[src/rtl/wb_regfile_pkg.sv]
// Shared parameters for the writeback / register-file slice.
// Holds the width defaults, the hard-wired zero register index and the ALU op codes.
package wb_regfile_pkg;

    localparam int CPU_WIDTH_DEF  = 16;
    localparam int REG_ADDR_W_DEF = 3;

    // Register index that always reads zero and ignores writes.
    localparam int R0_IDX = 0;

    typedef enum logic [2:0] {
        ALU_ADD = 3'd0,
        ALU_SUB = 3'd1,
        ALU_AND = 3'd2,
        ALU_OR  = 3'd3,
        ALU_XOR = 3'd4,
        ALU_SHL = 3'd5,
        ALU_SHR = 3'd6,
        ALU_CMP = 3'd7
    } alu_op_e;

endpackage

[src/rtl/wb_regfile_array.sv]
// Register storage with one write port and two bypass-free read ports.
// Index R0 reads as zero and ignores writes.
module regfile_array
    import wb_regfile_pkg::*;
#(
    parameter int CPU_WIDTH  = CPU_WIDTH_DEF,
    parameter int REG_ADDR_W = REG_ADDR_W_DEF
) (
    input  logic                  clk,
    input  logic                  rst,
    input  logic                  we,
    input  logic [REG_ADDR_W-1:0] waddr,
    input  logic [CPU_WIDTH-1:0]  wdata,
    input  logic [REG_ADDR_W-1:0] ra_addr,
    input  logic [REG_ADDR_W-1:0] rb_addr,
    output logic [CPU_WIDTH-1:0]  ra_data,
    output logic [CPU_WIDTH-1:0]  rb_data
);

    localparam int                  NREG = 2 ** REG_ADDR_W;
    localparam logic [REG_ADDR_W-1:0] R0 = REG_ADDR_W'(R0_IDX);

    logic [CPU_WIDTH-1:0] regs [NREG];

    // Storage update: reset clears everything, R0 is never written.
    always_ff @(posedge clk) begin
        if (rst) begin
            for (int i = 0; i < NREG; i++) regs[i] <= '0;
        end else if (we && (waddr != R0)) begin
            regs[waddr] <= wdata;
        end
    end

    assign ra_data = (ra_addr == R0) ? '0 : regs[ra_addr];
    assign rb_data = (rb_addr == R0) ? '0 : regs[rb_addr];

endmodule

[src/rtl/wb_regfile.sv]
// Writeback stage: single result slot, load-over-writeback arbitration for the
// array write port, operand read bypass and sticky overflow status.
module wb_regfile
    import wb_regfile_pkg::*;
#(
    parameter int CPU_WIDTH  = CPU_WIDTH_DEF,
    parameter int REG_ADDR_W = REG_ADDR_W_DEF
) (
    input  logic                  clk,
    input  logic                  rst,
    input  logic                  in_valid,
    output logic                  in_ready,
    input  logic [REG_ADDR_W-1:0] in_rd,
    input  logic                  in_wen,
    input  logic [CPU_WIDTH-1:0]  in_result,
    input  logic                  in_ovf,
    input  logic                  trap_en,
    input  logic                  ld_valid,
    input  logic [REG_ADDR_W-1:0] ld_rd,
    input  logic [CPU_WIDTH-1:0]  ld_data,
    input  logic [REG_ADDR_W-1:0] ra_addr,
    input  logic [REG_ADDR_W-1:0] rb_addr,
    output logic [CPU_WIDTH-1:0]  ra_data,
    output logic [CPU_WIDTH-1:0]  rb_data,
    output logic                  ovf_flag,
    input  logic                  ovf_clr,
    output logic                  ovf_pulse
);

    localparam logic [REG_ADDR_W-1:0] R0 = REG_ADDR_W'(R0_IDX);

    logic                  wb_valid;
    logic [REG_ADDR_W-1:0] wb_rd;
    logic                  wb_wen;
    logic [CPU_WIDTH-1:0]  wb_data;
    logic                  wb_ovf;
    logic                  wb_trap;

    logic                  accept;
    logic                  retire;
    logic                  wb_sup;
    logic                  wb_live;
    logic                  arr_we;
    logic [REG_ADDR_W-1:0] arr_waddr;
    logic [CPU_WIDTH-1:0]  arr_wdata;
    logic [CPU_WIDTH-1:0]  arr_ra;
    logic [CPU_WIDTH-1:0]  arr_rb;

    // A load always owns the write port, so the slot only drains on load-free cycles.
    assign in_ready = !wb_valid || !ld_valid;
    assign accept   = in_valid && in_ready;
    assign retire   = wb_valid && !ld_valid;
    // Suppression uses the trap enable captured with the result, not the live input.
    assign wb_sup   = wb_ovf && wb_trap;
    assign wb_live  = wb_valid && wb_wen && !wb_sup;

    assign ovf_pulse = !rst && retire && wb_wen && wb_sup;

    // Writeback slot: refill on accept, otherwise empty out when it retires.
    always_ff @(posedge clk) begin
        if (rst) begin
            wb_valid <= 1'b0;
        end else if (accept) begin
            wb_valid <= 1'b1;
        end else if (retire) begin
            wb_valid <= 1'b0;
        end
    end

    // Slot payload; no reset needed since wb_valid qualifies every use.
    always_ff @(posedge clk) begin
        if (accept) begin
            wb_rd   <= in_rd;
            wb_wen  <= in_wen;
            wb_data <= in_result;
            wb_ovf  <= in_ovf;
            wb_trap <= trap_en;
        end
    end

    // Sticky overflow: a retiring trapped overflow beats a same-cycle clear.
    always_ff @(posedge clk) begin
        if (rst) begin
            ovf_flag <= 1'b0;
        end else if (ovf_pulse) begin
            ovf_flag <= 1'b1;
        end else if (ovf_clr) begin
            ovf_flag <= 1'b0;
        end
    end

    // Write-port arbitration: load first, else a retiring unsuppressed result.
    always_comb begin
        arr_we    = 1'b0;
        arr_waddr = ld_rd;
        arr_wdata = ld_data;
        if (ld_valid) begin
            arr_we = 1'b1;
        end else if (retire && wb_live) begin
            arr_we    = 1'b1;
            arr_waddr = wb_rd;
            arr_wdata = wb_data;
        end
    end

    regfile_array #(
        .CPU_WIDTH (CPU_WIDTH),
        .REG_ADDR_W(REG_ADDR_W)
    ) u_array (
        .clk    (clk),
        .rst    (rst),
        .we     (arr_we),
        .waddr  (arr_waddr),
        .wdata  (arr_wdata),
        .ra_addr(ra_addr),
        .rb_addr(rb_addr),
        .ra_data(arr_ra),
        .rb_data(arr_rb)
    );

    // Newest value wins: in-flight load, then pending result, then storage.
    function automatic logic [CPU_WIDTH-1:0] bypass(
        input logic [REG_ADDR_W-1:0] a,
        input logic [CPU_WIDTH-1:0]  arr
    );
        if (a == R0)                   return '0;
        if (ld_valid && ld_rd == a)    return ld_data;
        if (wb_live && wb_rd == a)     return wb_data;
        return arr;
    endfunction

    // Operand read ports with bypass.
    always_comb begin
        ra_data = bypass(ra_addr, arr_ra);
        rb_data = bypass(rb_addr, arr_rb);
    end

endmodule
[config.mk]
export PLATFORM = sky130hd
export DESIGN_NAME = wb_regfile
export DESIGN_NICKNAME = d
export VERILOG_FILES = /design/src/rtl/wb_regfile_pkg.sv /design/src/rtl/wb_regfile_array.sv /design/src/rtl/wb_regfile.sv
export SDC_FILE = /design/constraint.sdc
export NUM_CORES = 1
export LEC_CHECK = 0
export CAP_MARGIN = 20
export CORE_MARGIN = 5
export CORE_UTILIZATION = 35
export CTS_CLUSTER_DIAMETER = 120
export DETAILED_ROUTE_END_ITERATION = 10
export GPL_TIMING_DRIVEN = 0
export PLACE_DENSITY_LB_ADDON = 0.1
export SLEW_MARGIN = 5
export SYNTH_ARGS = -nofsm -noshare
export SYNTH_HDL_FRONTEND = slang
export SYNTH_SLANG_ARGS = --single-unit
[constraint.sdc]
create_clock -name clk -period 6.8 [get_ports clk]
set_clock_uncertainty 0.2 [all_clocks]
set_input_delay 1.02 -clock clk [delete_from_list [all_inputs] [get_ports clk]]
set_output_delay 1.02 -clock clk [all_outputs]
set_load 0.01 [all_outputs]
=== Yosys cells after proc, flatten, opt, wreduce, memory -nomap -nowiden ===
Memories as Yosys holds them, arrays and structs flattened.
Index checks and enable logic that the tools add are counted.

* Equality and inequality tests: 4
* Multiplexer cells: 44
* Reductions and logical operators: 25

{| class="wikitable"
|+ Operators by type and width
! operator !! count
|-
| $mux W16 || 17
|-
| $mux W1 || 24
|-
| $reduce_or A16 Y1 || 1
|-
| $logic_and A1 B1 Y1 || 14
|-
| $eq A3 B3 Y1 || 4
|-
| $mux W3 || 3
|-
| $logic_not A3 Y1 || 2
|-
| $logic_not A1 Y1 || 4
|-
| $reduce_bool A2 Y1 || 2
|-
| $reduce_bool A3 Y1 || 1
|-
| $logic_or A1 B1 Y1 || 1
|}

* Register bits: 24
* RAM bits: 128
* Bits of input ports: 52
* Memories: 1

{| class="wikitable"
|+ Memories
! memory !! depth !! width !! read ports !! clocked after Yosys merged registers in !! wr ports !! RTL line !! RTL
|-
| u_array.regs || 8 || 16 || 2 || 0 || 8 || wb_regfile_array.sv:23 || <nowiki>logic [CPU_WIDTH-1:0] regs [NREG];</nowiki>
|}

=== Depth between registers and ports, before layout ===
Gate-level depths: netlist (run 1).

* Depth in word-level cells: 13
* Depth in mapped cells: 7
* Mapped depth without buffers: 4

=== Hierarchy ===
Synthesis (run 1) repeated with hierarchy kept, for this count alone.

* Cells, all modules: 692
* Area total of the unflattened synthesis: 8156.6 um^2

{| class="wikitable"
|+ By module, submodules not included
! module !! times used !! cells an instance !! area an instance (um^2) !! seq. area each (um^2)
|-
| regfile_array || 1 || 467 || 6154.7 || 3363.2
|-
| wb_regfile || 1 || 225 || 2001.9 || 700.7
|}

=== Worst setup path after synthesis (run 1) ===
OpenSTA, ideal clock, no wires.

* Kind: input -> output
* Start point: in ra_addr[2]
* End point: out ra_data[10]
* Data arrival time: 2.369 ns
* Data required time: 5.580 ns
* Slack: 3.211 ns
* Stages on the path: 7
* Buffers on the path: 3
* Cell sequence: buf_6 xor2_2 or4_1 buf_2 buf_6 o31ai_2 o2bb2ai_1

* Word-level cells in the longest chain between the ends: 8
* Elaborated cells on any way between the ends: 18
* Classes of those cells: eq/ne (2); mux (12); reduce/logical (3); memory (1)

{| class="wikitable"
|+ RTL lines
! element !! RTL line !! RTL
|-
| start, declared || wb_regfile.sv:21 || <nowiki>input logic [REG_ADDR_W-1:0] ra_addr,</nowiki>
|-
| $eq A3 B3 Y1 || wb_regfile.sv:128 || <nowiki>if (wb_live && wb_rd == a) return wb_data;</nowiki>
|-
| $logic_and A1 B1 Y1 || wb_regfile.sv:128 ||
|-
| $mux W1 (2 in a row) || wb_regfile.sv:128 ||
|-
| $mux W1 || wb_regfile.sv:127 || <nowiki>if (ld_valid && ld_rd == a) return ld_data;</nowiki>
|-
| $mux W16 || wb_regfile.sv:129 || <nowiki>return arr;</nowiki>
|-
| $mux W16 || wb_regfile.sv:128 ||
|-
| $mux W16 * || wb_regfile.sv:127 ||
|-
| end, declared || wb_regfile.sv:23 || <nowiki>output logic [CPU_WIDTH-1:0] ra_data,</nowiki>
|}

Every way passes the cells marked *; elsewhere a longest branch is shown, timed or not. The select of a mux whose other input is x is not followed.

=== Final worst setup path (run 1) ===
* Start point: in rb_addr[1]
* End point: out rb_data[14]

* Word-level cells in the longest chain between the ends: 8
* Elaborated cells on any way between the ends: 18
* Classes of those cells: eq/ne (2); mux (12); reduce/logical (3); memory (1)

{| class="wikitable"
|+ RTL lines
! element !! RTL line !! RTL
|-
| start, declared || wb_regfile.sv:22 || <nowiki>input logic [REG_ADDR_W-1:0] rb_addr,</nowiki>
|-
| $eq A3 B3 Y1 || wb_regfile.sv:128 ||
|-
| $logic_and A1 B1 Y1 || wb_regfile.sv:128 ||
|-
| $mux W1 (2 in a row) || wb_regfile.sv:128 ||
|-
| $mux W1 || wb_regfile.sv:127 ||
|-
| $mux W16 || wb_regfile.sv:129 ||
|-
| $mux W16 || wb_regfile.sv:128 ||
|-
| $mux W16 * || wb_regfile.sv:127 ||
|-
| end, declared || wb_regfile.sv:24 || <nowiki>output logic [CPU_WIDTH-1:0] rb_data,</nowiki>
|}

Marks and branches as above.

==> results_dict.tcl, run 1 <==
set metrics [dict create \
    status "finished, final reports clean" \
    insertion_delay_ns 0.44 \
    crit_arrival_ns 4.01 \
    post-route-period-util_pct 76.9 \
    maxSlewHeadroom_pct 30.4 \
    post_drt_wl_per_cell_um 27.9 \
    rsz0062_at_grt "false" \
    cts_root_buf "clkbuf_16" \
    path_clk_slew_ns 0.07 \
    clockBufferDepth 2 \
    r2r-start "wb_rd[0]$_DFFE_PP_" \
    ant_nets 0 \
    pre_cts_slack_ns 1.61 \
    tns_ns 0 \
    crit_required_ns 5.58 \
    worst_slack_ns 1.57 \
    synth_top_area_cell "edfxtp_1" \
    path_buf_inv 4 \
    crit_path_end_kind "primary output" \
    finalCriticalPeriod_ns 5.23 \
    hold_viol 0 \
    synth.avg_cell_area_um2 13.2 \
    cts_made_buffers 17 \
    setup_viol 0 \
    cts-hold-fix-buffers 0 \
    die_h_um 169 \
    synthCells 669 \
    ys_seq_elements 152 \
    ff2ff_setup_slack_ns 3.72 \
    initial_core_util_pct 35.3 \
    worst_pin_slew_ns 1.01 \
    first_pass_iters 5 \
    core_um2 25000 \
    clock_sinks 152 \
    report.final.slew_viol_count 0 \
    min_to "ovf_flag$_SDFFE_PP0P_" \
    place_congestion 0.939 \
    path_delay_family "buffers and inverters" \
    vias 6705 \
    ys_seq_area_share_pct 51.5 \
    dp_hpwl_um 23500 \
    drt_iter0_drc 780 \
    drt-vias-per-instance 5.95 \
    fin_util_pct 43.0 \
    ff2ff_path_depth 4 \
    yosys-top-cells-area "edfxtp_1 (51%), mux2i_1 (8.8%), mux4_2 (8.2%)" \
    synth-async-reset-ratio_pct 0 \
    synth_top_cell_area_share_pct 51.0 \
    drc 0 \
    critPathMostFrequentCell "clkdlybuf4s50_1" \
    min_from "ovf_flag$_SDFFE_PP0P_" \
    rows 58 \
    area_growth_pct 22.1 \
    grt_max_degree 17 \
    crit_chain "clkdlybuf4s50_1, buf_2, nor2_1, clkbuf_1, a22oi_1, o221ai_1, a31oi_1, clkdlybuf4s50_1" \
    multiInputGateArea_um2 3930 \
    irDropWorstVdd_mv 0.143 \
    cp_slowest_cell "clkdlybuf4s50_1" \
    cap_violations 0 \
    antenna_found_initial 1 \
    ios 87 \
    cts.repair.resized 0 \
    nets 836 \
    critPathMaxFanout 10 \
    synth-edff-count 150 \
    io_buffers 80 \
    layout-drive-gt1-share_pct 19.4 \
    synth.distinct_cells 54 \
    cts_tree "built" \
    synthFlopType "edfxtp_1" \
    yosysWarnings 0 \
    synth_area_um2 8830 \
    min_path_cells 1 \
    grt_use_total_pct 22.1 \
    max_stage_delay_ns 0.62 \
    grt_pass1_vias 6818 \
    diodes 0 \
    power_density_nw_per_um2 245 \
    dieArea_um2 28500 \
    hp-class "flip-flop to flip-flop" \
    fmax_mhz 191 \
    grt-ovfl-total 0 \
    crit_type "input pin to primary output" \
    post_cts_buffers 0 \
    die_w_um 169 \
    yosysMostFrequentCell "edfxtp_1" \
    grt_pass1_wl_um 46000 \
    nFillCells 2378 \
    timing.rr.end "u_array.regs[4][15]$_SDFFCE_PN0P_" \
    setup.worst_path.start_class "input pin" \
    regArea_um2 4540 \
    synthTopCellsByCount "edfxtp_1 (150), nor3_1 (94), mux2i_1 (78)" \
    p_leak_nw 3.58 \
    wl_um 31500 \
    htreeDepth 4 \
]
-- per-layer routing --
metal  wire length, um  global-route usage (%)
met5                13                       0
met4               868                    7.30
met3              2120                    3.92
met2             14900                    34.9
met1             13600                    30.9
-- where the power goes --
group	switching [W]	leakage, nW	internal (W)
sequential	0.0000323	1.54	0.00109
combinational	0.000273	1.73	0.000189
clock	0.000407	0.311	0.000655
total	0.000713	3.58	0.00193
-- per-stage QoR --
step | power (W) | instances | instance area (um2) | hold slack, ns
final | 0.00264 | 1127 | 10800 | 0.252
after global routing | 0.00272 | 1127 | 10800 | 0.292
after CTS | 0.00265 | 1127 | 10800 | 0.255
after detailed placement | 0.00160 | 1095 | 10100 | 0.239
after global placement | 0.00159 | 1094 | 10100 | 0.235
after floorplan | 0.00138 | 684 | 8880 | 0.293
-- state kept, by name, summed over array words and instances, names as in the netlist --
| register | cells |
|---|---|
| ovf_flag | 1 |
| u_array.regs | 128 |
| wb_data | 16 |
| wb_ovf | 1 |
| wb_rd | 3 |
| wb_trap | 1 |
| wb_valid | 1 |
| wb_wen | 1 |
-- cell families after synthesis --
group	share of synthesized area, %
other cells	0.0425
compound gates	13.3
xor+xnor	1.56
mux	17.3
buf+inv	4.59
flops	51.5
simple gates	11.8
-- final cells by class --
type / count / share of cell area (%)
repair buffers: 81 / 7.69
well taps: 330 / 3.83
clock buffers: 18 / 3.98
inverters: 4 / 0.139
plain buffers: 71 / 3.62
clock inverters: 14 / 2.07
flip-flops and latches: 152 / 42.2
multi-input cells: 457 / 36.5
-- worst reg2reg max path: stages, from the launching register on --
cell	delay, ns
edfxtp_1	0.48
inv_1	0.07
o21a_1	0.22
a22oi_1	0.84
nand2b_1	0.81
-- layout by cell type, fill, tap and decap left out, drive strengths merged, types with 3 or more instances in the layout --
master	count
xor2	6
edfxtp	150
buf	40
nand2b	7
mux2i	78
nor4	3
nor2	8
o2bb2ai	13
a22oi	21
nor3	114
o31ai	13
xnor2	8
o21ai	20
conb	16
inv	6
bufinv	5
a31oi	20
nand3	20
a221oi	13
o22ai	12
clkbuf	50
nand2	4
mux4	32
clkdlybuf4s50	80
o221ai	19
nor2b	4
or3	3
clkinv	5
and2	3
-- how the worst max path moves through the flow --
stage	start	slack [ns]	depth (start not counted)	endpoint
6_report	rb_addr[1]	1.57	8	rb_data[14]
5_1_grt	rb_addr[1]	1.48	8	rb_data[6]
4_1_cts	ra_addr[0]	1.61	9	ra_data[4]
3_5_place_dp	ra_addr[0]	1.61	9	ra_data[4]
3_3_place_gp	rb_addr[1]	1.63	8	rb_data[6]
2_1_floorplan	ra_addr[2]	3.21	7	ra_data[10]
(Power assumes the default switching activity.)
==> inputs of run 2 (changes only) <==
Clock period 6.8 ns to 5.01 ns, I/O delays scaled along.
==> results of run 2 <==
Same layout as run 1 (identical final DEF). Status: finished, final reports clean.
Main changes from that run: setup slack after placement 1.61 ns -> 0.361 ns; setup slack after layout 1.57 ns -> 0.319 ns; register-to-register setup slack 3.72 ns -> 1.93 ns; total power 0.00264 W -> 0.00359 W; worst IR drop on VDD 0.143 mV -> 0.195 mV
